<file path="src/rtl/eth_arb_pkg.sv">
// Shared types and the round-robin search used by the MAC transmit arbiter.
package eth_arb_pkg;

   typedef enum logic [1:0] {
      IDLE = 2'd0,
      XFER = 2'd1,
      DROP = 2'd2
   } arb_state_t;

   localparam int MAX_SRC = 8;

   // First set bit of req searching upward from last+1, wrapping at num.
   function automatic logic [2:0] rr_next(input logic [7:0] req,
                                          input logic [2:0] last,
                                          input logic [3:0] num);
      logic [2:0] pick;
      logic       found;
      logic [3:0] cand;
      pick  = 3'd0;
      found = 1'b0;
      for (int k = 1; k <= MAX_SRC; k++) begin
         cand = {1'b0, last} + 4'(k);
         if (cand >= num) begin
            cand = cand - num;
         end else begin
            cand = cand;
         end
         if (!found && (4'(k) <= num) && req[cand[2:0]]) begin
            pick  = cand[2:0];
            found = 1'b1;
         end else begin
            pick  = pick;
         end
      end
      return pick;
   endfunction

endpackage

</file>
<file path="src/rtl/rr_pick.sv">
// Combinational round-robin priority picker over NUM_SRC requesters.
module rr_pick
   import eth_arb_pkg::*;
#(
   parameter int NUM_SRC = 4,
   parameter int IW      = $clog2(NUM_SRC)
) (
   input  logic [NUM_SRC-1:0] req,
   input  logic [IW-1:0]      last,
   output logic [IW-1:0]      idx,
   output logic               any
);

   logic [2:0] w_pick;

   assign w_pick = rr_next(8'(req), 3'(last), 4'(NUM_SRC));
   assign idx    = IW'(w_pick);
   assign any    = |req;

endmodule

</file>
<file path="src/rtl/axis_tx_arbiter.sv">
// Packet-granular round-robin arbiter feeding the MAC user transmit stream.
// Oversize packets are cut at MAX_WORDS and the rest of the source packet is drained.
module axis_tx_arbiter
   import eth_arb_pkg::*;
#(
   parameter int NUM_SRC   = 4,
   parameter int MAX_WORDS = 384
) (
   input  logic                        Clk_user,
   input  logic                        Reset_n,
   input  logic                        CPU_init_end,
   input  logic [32*NUM_SRC-1:0]       In_AXIS_tdata,
   input  logic [4*NUM_SRC-1:0]        In_AXIS_tstrb,
   input  logic [NUM_SRC-1:0]          In_AXIS_tlast,
   input  logic [NUM_SRC-1:0]          In_AXIS_tvalid,
   output logic [NUM_SRC-1:0]          In_AXIS_tready,
   output logic [31:0]                 S_AXIS_tdata,
   output logic [3:0]                  S_AXIS_tstrb,
   output logic                        S_AXIS_tlast,
   output logic                        S_AXIS_tvalid,
   input  logic                        S_AXIS_tready,
   output logic                        S_AXIS_tdest,
   output logic                        S_AXIS_tid,
   output logic [$clog2(NUM_SRC)-1:0]  Grant_idx,
   output logic                        Busy,
   output logic                        Trunc_pulse,
   output logic [16*NUM_SRC-1:0]       Pkt_cnt
);

   localparam int IW = $clog2(NUM_SRC);
   localparam int CW = $clog2(MAX_WORDS + 1);

   arb_state_t      r_state;
   arb_state_t      w_state_nxt;
   logic [IW-1:0]   r_grant;
   logic [IW-1:0]   r_last_grant;
   logic [CW-1:0]   r_word_cnt;
   logic            r_trunc;
   logic [15:0]     r_pkt_cnt [NUM_SRC];

   logic [31:0]     w_tdata [NUM_SRC];
   logic [3:0]      w_tstrb [NUM_SRC];
   logic [IW-1:0]   w_pick;
   logic            w_any;
   logic            w_go;
   logic            w_src_valid;
   logic            w_src_last;
   logic            w_limit;
   logic            w_xfer_acc;
   logic            w_pkt_end;

   genvar gi;
   generate
      for (gi = 0; gi < NUM_SRC; gi++) begin : g_src
         assign w_tdata[gi]             = In_AXIS_tdata[32*gi +: 32];
         assign w_tstrb[gi]             = In_AXIS_tstrb[4*gi +: 4];
         assign Pkt_cnt[16*gi +: 16]    = r_pkt_cnt[gi];
      end
   endgenerate

   rr_pick #(
      .NUM_SRC (NUM_SRC),
      .IW      (IW)
   ) u_rr_pick (
      .req  (In_AXIS_tvalid),
      .last (r_last_grant),
      .idx  (w_pick),
      .any  (w_any)
   );

   assign w_go        = CPU_init_end & w_any;
   assign w_src_valid = In_AXIS_tvalid[r_grant];
   assign w_src_last  = In_AXIS_tlast[r_grant];
   assign w_limit     = (r_word_cnt == CW'(MAX_WORDS - 1));
   assign w_xfer_acc  = (r_state == XFER) & w_src_valid & S_AXIS_tready;
   // The limit beat closes the packet even when the source has more to send.
   assign w_pkt_end   = w_xfer_acc & (w_src_last | w_limit);

   assign Grant_idx    = r_grant;
   assign Busy         = (r_state != IDLE);
   assign Trunc_pulse  = r_trunc;
   assign S_AXIS_tdest = 1'b0;
   assign S_AXIS_tid   = 1'b0;

   // State register.
   always_ff @(posedge Clk_user or negedge Reset_n) begin
      if (!Reset_n) begin
         r_state <= IDLE;
      end else begin
         r_state <= w_state_nxt;
      end
   end

   // Next-state decode.
   always_comb begin
      w_state_nxt = r_state;
      case (r_state)
         IDLE: begin
            if (w_go) w_state_nxt = XFER;
            else      w_state_nxt = IDLE;
         end
         XFER: begin
            if (w_pkt_end) w_state_nxt = w_src_last ? IDLE : DROP;
            else           w_state_nxt = XFER;
         end
         DROP: begin
            if (w_src_valid && w_src_last) w_state_nxt = IDLE;
            else                           w_state_nxt = DROP;
         end
         default: w_state_nxt = IDLE;
      endcase
   end

   // Stream mux and ready steering; valid never looks at S_AXIS_tready.
   always_comb begin
      S_AXIS_tdata   = w_tdata[r_grant];
      S_AXIS_tstrb   = w_tstrb[r_grant];
      S_AXIS_tvalid  = 1'b0;
      S_AXIS_tlast   = 1'b0;
      In_AXIS_tready = {NUM_SRC{1'b0}};
      case (r_state)
         XFER: begin
            S_AXIS_tvalid           = w_src_valid;
            S_AXIS_tlast            = w_src_last | w_limit;
            In_AXIS_tready[r_grant] = S_AXIS_tready;
         end
         DROP: begin
            In_AXIS_tready[r_grant] = 1'b1;
         end
         default: begin
            S_AXIS_tvalid = 1'b0;
         end
      endcase
   end

   // Grant, beat counter, packet counters and truncation pulse.
   always_ff @(posedge Clk_user or negedge Reset_n) begin
      if (!Reset_n) begin
         r_grant      <= {IW{1'b0}};
         r_last_grant <= IW'(NUM_SRC - 1);
         r_word_cnt   <= {CW{1'b0}};
         r_trunc      <= 1'b0;
         for (int i = 0; i < NUM_SRC; i++) begin
            r_pkt_cnt[i] <= 16'd0;
         end
      end else begin
         r_trunc <= w_pkt_end & ~w_src_last;
         if ((r_state == IDLE) && w_go) begin
            r_grant    <= w_pick;
            r_word_cnt <= {CW{1'b0}};
         end else if (w_xfer_acc) begin
            r_word_cnt <= r_word_cnt + CW'(1);
         end
         if (w_pkt_end) begin
            r_pkt_cnt[r_grant] <= r_pkt_cnt[r_grant] + 16'd1;
            r_last_grant       <= r_grant;
         end
      end
   end

endmodule

</file>
<file path="config.mk">
export PLATFORM = sky130hd
export DESIGN_NAME = axis_tx_arbiter
export DESIGN_NICKNAME = d
export VERILOG_FILES = /design/src/rtl/eth_arb_pkg.sv /design/src/rtl/rr_pick.sv /design/src/rtl/axis_tx_arbiter.sv
export SDC_FILE = /design/constraint.sdc
export NUM_CORES = 1
export LEC_CHECK = 0
export CELL_PAD_IN_SITES_DETAIL_PLACEMENT = 1
export CELL_PAD_IN_SITES_GLOBAL_PLACEMENT = 1
export CORE_MARGIN = 2
export CORE_UTILIZATION = 32
export CTS_CLUSTER_SIZE = 24
export DETAILED_ROUTE_END_ITERATION = 8
export GPL_TIMING_DRIVEN = 0
export PLACE_DENSITY_LB_ADDON = 0.1
export SYNTH_ARGS = -nofsm -noshare
export SYNTH_HDL_FRONTEND = slang
export SYNTH_SLANG_ARGS = --single-unit
export TNS_END_PERCENT = 100
</file>
<file path="constraint.sdc">
create_clock -name Clk_user -period 3.6 [get_ports Clk_user]
set_clock_uncertainty 0.1 [all_clocks]
set_input_delay 0.72 -clock Clk_user [delete_from_list [all_inputs] [get_ports Clk_user]]
set_output_delay 0.72 -clock Clk_user [all_outputs]
set_load 0.005 [all_outputs]
</file>
==> run_results.csv <==
group,metric,value,unit
global_route,grt_max_degree,73,
logic_synthesis,syn_inst,430,
sta,fin_crit,3.45,ns
sta,setup_viol,0,
floorplan,ioPinCount,268,
sta,finalMaxSlewViolations,0,
worst_setup_path,worst-path-buf-inv,4,
final_layout,nets,870,
final_layout,area_growth,66.0,%
sta,relSlewSlack,55.8,%
sta,fin_ws,0.151,ns
floorplan,row_count,45,
worst_setup_path,crit_family,"buffers and inverters",
logic_synthesis,synth_top_flop_cell,"dfrtp_1",
worst_setup_path,r2r_end,"Pkt_cnt[38]",
clock_network,root_buffer,"clkbuf_16",
logic_synthesis,synthArstFlopShare,100,%
worst_setup_path,path_class,"reg -> out",
sta,fmax,290,MHz
placed_design,gp_congestion,0.852,
clock_network,cts_setup_buffers,0,
detailed_routing,drc,0,
worst_setup_path,worstReg2RegStart,"Grant_idx[0]",
clock_network,clock-sinks,80,
clock_network,clk_latency,0.34,ns
sta,hold_viol_final,0,
worst_setup_path,cpPeakStageDelay,0.53,ns
clock_network,path_clk_slew,0.06,ns
clock_network,cts_hold_buffers,0,
global_route,antenna_found_initial,2,
final_layout,final_layout_size_suffix_gt1_share,15.3,%
worst_setup_path,cp_cell_sequence,"buf_6 > buf_4 > clkbuf_4 > mux4_2 > clkdlybuf4s50_1",
worst_setup_path,r2r_slack,0.66,ns
floorplan,die_width,128,um
logic_synthesis,synthDominantCellAreaShare,39.4,%
detailed_routing,drt_iter0_drc,186,
power,ir_drop,0.000434,V
min_path,hold_path_class,"in -> async",
clock_network,cts_buffer_depth,2,
floorplan,die-area,16500,um2
logic_synthesis,ys_types,44,
detailed_routing,wire_per_inst,23.5,um
floorplan,die_y,128,um
final_layout,layout_common_cells,"clkdlybuf4s50_1 (264), nor2_1 (81), dfrtp_1 (78)",
logic_synthesis,netlist_area,4950,um2
worst_setup_path,crit_path_top_delay_cell,"clkdlybuf4s50_1",
logic_synthesis,seq_area_frac_synth,40.5,%
global_route,grt-ovfl-total,0,
worst_setup_path,critPathArrivalTime,2.63,ns
sta,fin_crit_sh,95.8,%
logic_synthesis,ys_warn_count,0,
worst_setup_path,cp.required,2.78,ns
sta,rsz0062_at_grt,"false",
worst_setup_path,start_kind,"flop",
placed_design,dp_hpwl,16500,um
logic_synthesis,syn_avg_cell_area,11.5,um2
clock_network,h-tree-depth,3,
detailed_routing,ant_nets,0,
final_layout,mostFrequentLayoutCell,"clkdlybuf4s50_1",
worst_setup_path,startpoint,"Grant_idx[0]",
final_layout,utilization,54.3,%
detailed_routing,first_pass_iters,4,
detailed_routing,viasPerCell,5.35,
placed_design,io_buffers,265,
global_route,grt.total_usage,25.5,%
power,leakage,0.00322,uW
detailed_routing,via_count,4826,
logic_synthesis,synth_edf_count,0,
power,power_density,871,nW/um2
logic_synthesis,synth_largest_area_cell,"dfrtp_1",
final_layout,n_fill_cell,1598,
outcome,status,"completed",
floorplan,initial_core_util,32.7,%
sta,tightest_slew,0.663,ns
global_route,grt_pass1_vias,5298,
placed_design,dp_slack,0.00498,ns
clock_network,cts_buffers,9,
worst_setup_path,cp_max_fo,19,
global_route,grt_pass1_wl,31500,um
worst_setup_path,rr_worst_depth,7,
worst_setup_path,cp-end-kind,"output pin",
flow_run,cap_viol_max_count,0,
floorplan,core_area,15100,um2
logic_synthesis,ys_top_cells_by_area,"dfrtp_1 (39%), mux4_2 (24%), a21oi_1 (6.6%)",
detailed_routing,wl,21200,um
logic_synthesis,ys_ff_latch,80,
clock_network,cts_tree,"yes",
-- power by group --
part           internal [uW]  total, uW  switching, uW
Combinational           2430       4440           2020
Clock                    680       1060            377
Sequential              1310       1660            351
Total                   4410       7160           2740
-- registers in the layout (all words and copies together) (netlist names) --
register,cells
Trunc_pulse,1
r_state,2
r_word_cnt,9
Grant_idx,2
r_last_grant,2
Pkt_cnt,64
-- how the worst max path moves through the flow --
stage,cells after the start,endpoint,slack [ns]
2_1_floorplan,5,S_AXIS_tdata[27],0.99
3_3_place_gp,1,Pkt_cnt[45],-1.14
3_5_place_dp,6,S_AXIS_tdata[27],0.005
4_1_cts,5,S_AXIS_tdata[22],0.03
5_1_grt,5,S_AXIS_tdata[12],0.02
6_report,5,S_AXIS_tdata[25],0.15
-- through the flow --
stage                     TNS, ns  instance area (um2)  hold slack (ns)  instances  total power, uW
after global routing            0                 8220            0.108        902             7600
final                           0                 8220            0.114        902             7160
after floorplan                 0                 4950            0.324        431             3920
after CTS                       0                 8200            0.110        900             7210
after detailed placement        0                 7870            0.431        885             6110
after global placement     -89.01                 7840            0.417        884             5970
-- kinds of logic (layout without fill, tap and decap cells) --
logic type,Yosys count,in the layout,synth area share [%]
xor+xnor,22,22,3.89
compound gates,80,80,8.57
flops,80,80,40.5
other cells,1,4,0.0757
mux,63,63,27.0
fa+ha+maj,7,7,1.77
buf+inv,38,319,4.04
simple gates,139,139,14.2
-- worst reg2reg max path, delay by kind of cell, from the launching register on --
kind	cells	cell delay [ns]
muxes	1	0.34
DFF	1	0.37
AOI/OAI and AO/OA	1	0.16
and+or+nand+nor	2	0.73
buffers and inverters	3	1.11
-- cell type report --
cell class / count / area (um2) / area share, %
diodes: 2 / 5.00 / 0.0609
plain buffers: 29 / 178 / 2.16
clock buffers: 11 / 233 / 2.83
clock inverters: 5 / 104 / 1.26
inverters: 8 / 30.0 / 0.365
multi-input cells: 313 / 2750 / 33.5
flip-flops and latches: 80 / 2000 / 24.4
well taps: 188 / 235 / 2.86
repair buffers: 266 / 2680 / 32.6
-- synth_stat cells (2+ instances only) --
cell type / number
nor2_1: 81
dfrtp_1: 78
a21oi_1: 65
mux4_2: 52
nand2_1: 17
xnor2_1: 17
buf_2: 15
nor3_1: 9
clkbuf_1: 8
inv_1: 8
ha_1: 7
o21ai_0: 7
nor4_2: 6
mux2_2: 5
xor2_1: 5
buf_4: 4
nand3_1: 4
and2_1: 3
mux2i_1: 3
mux4_1: 3
nand3_4: 3
nand4_1: 3
nor2b_1: 3
and3_1: 2
dfstp_2: 2
nand2b_1: 2
-- per-layer routing --
metal	vias up	GRT usage (%)	share of wire (%)
met5	-	0	0
li1	2135	-	-
met3	39	4.32	6.5
met4	0	9.44	3.3
met1	2449	31.4	39
met2	203	45.0	51
-- repair_timing --
action,in CTS,in global routing
gates resized for setup,3,4
endpoints found under the setup margin,8,27
cloned,0,0
Note: power is estimated with default switching activity, not from simulation.
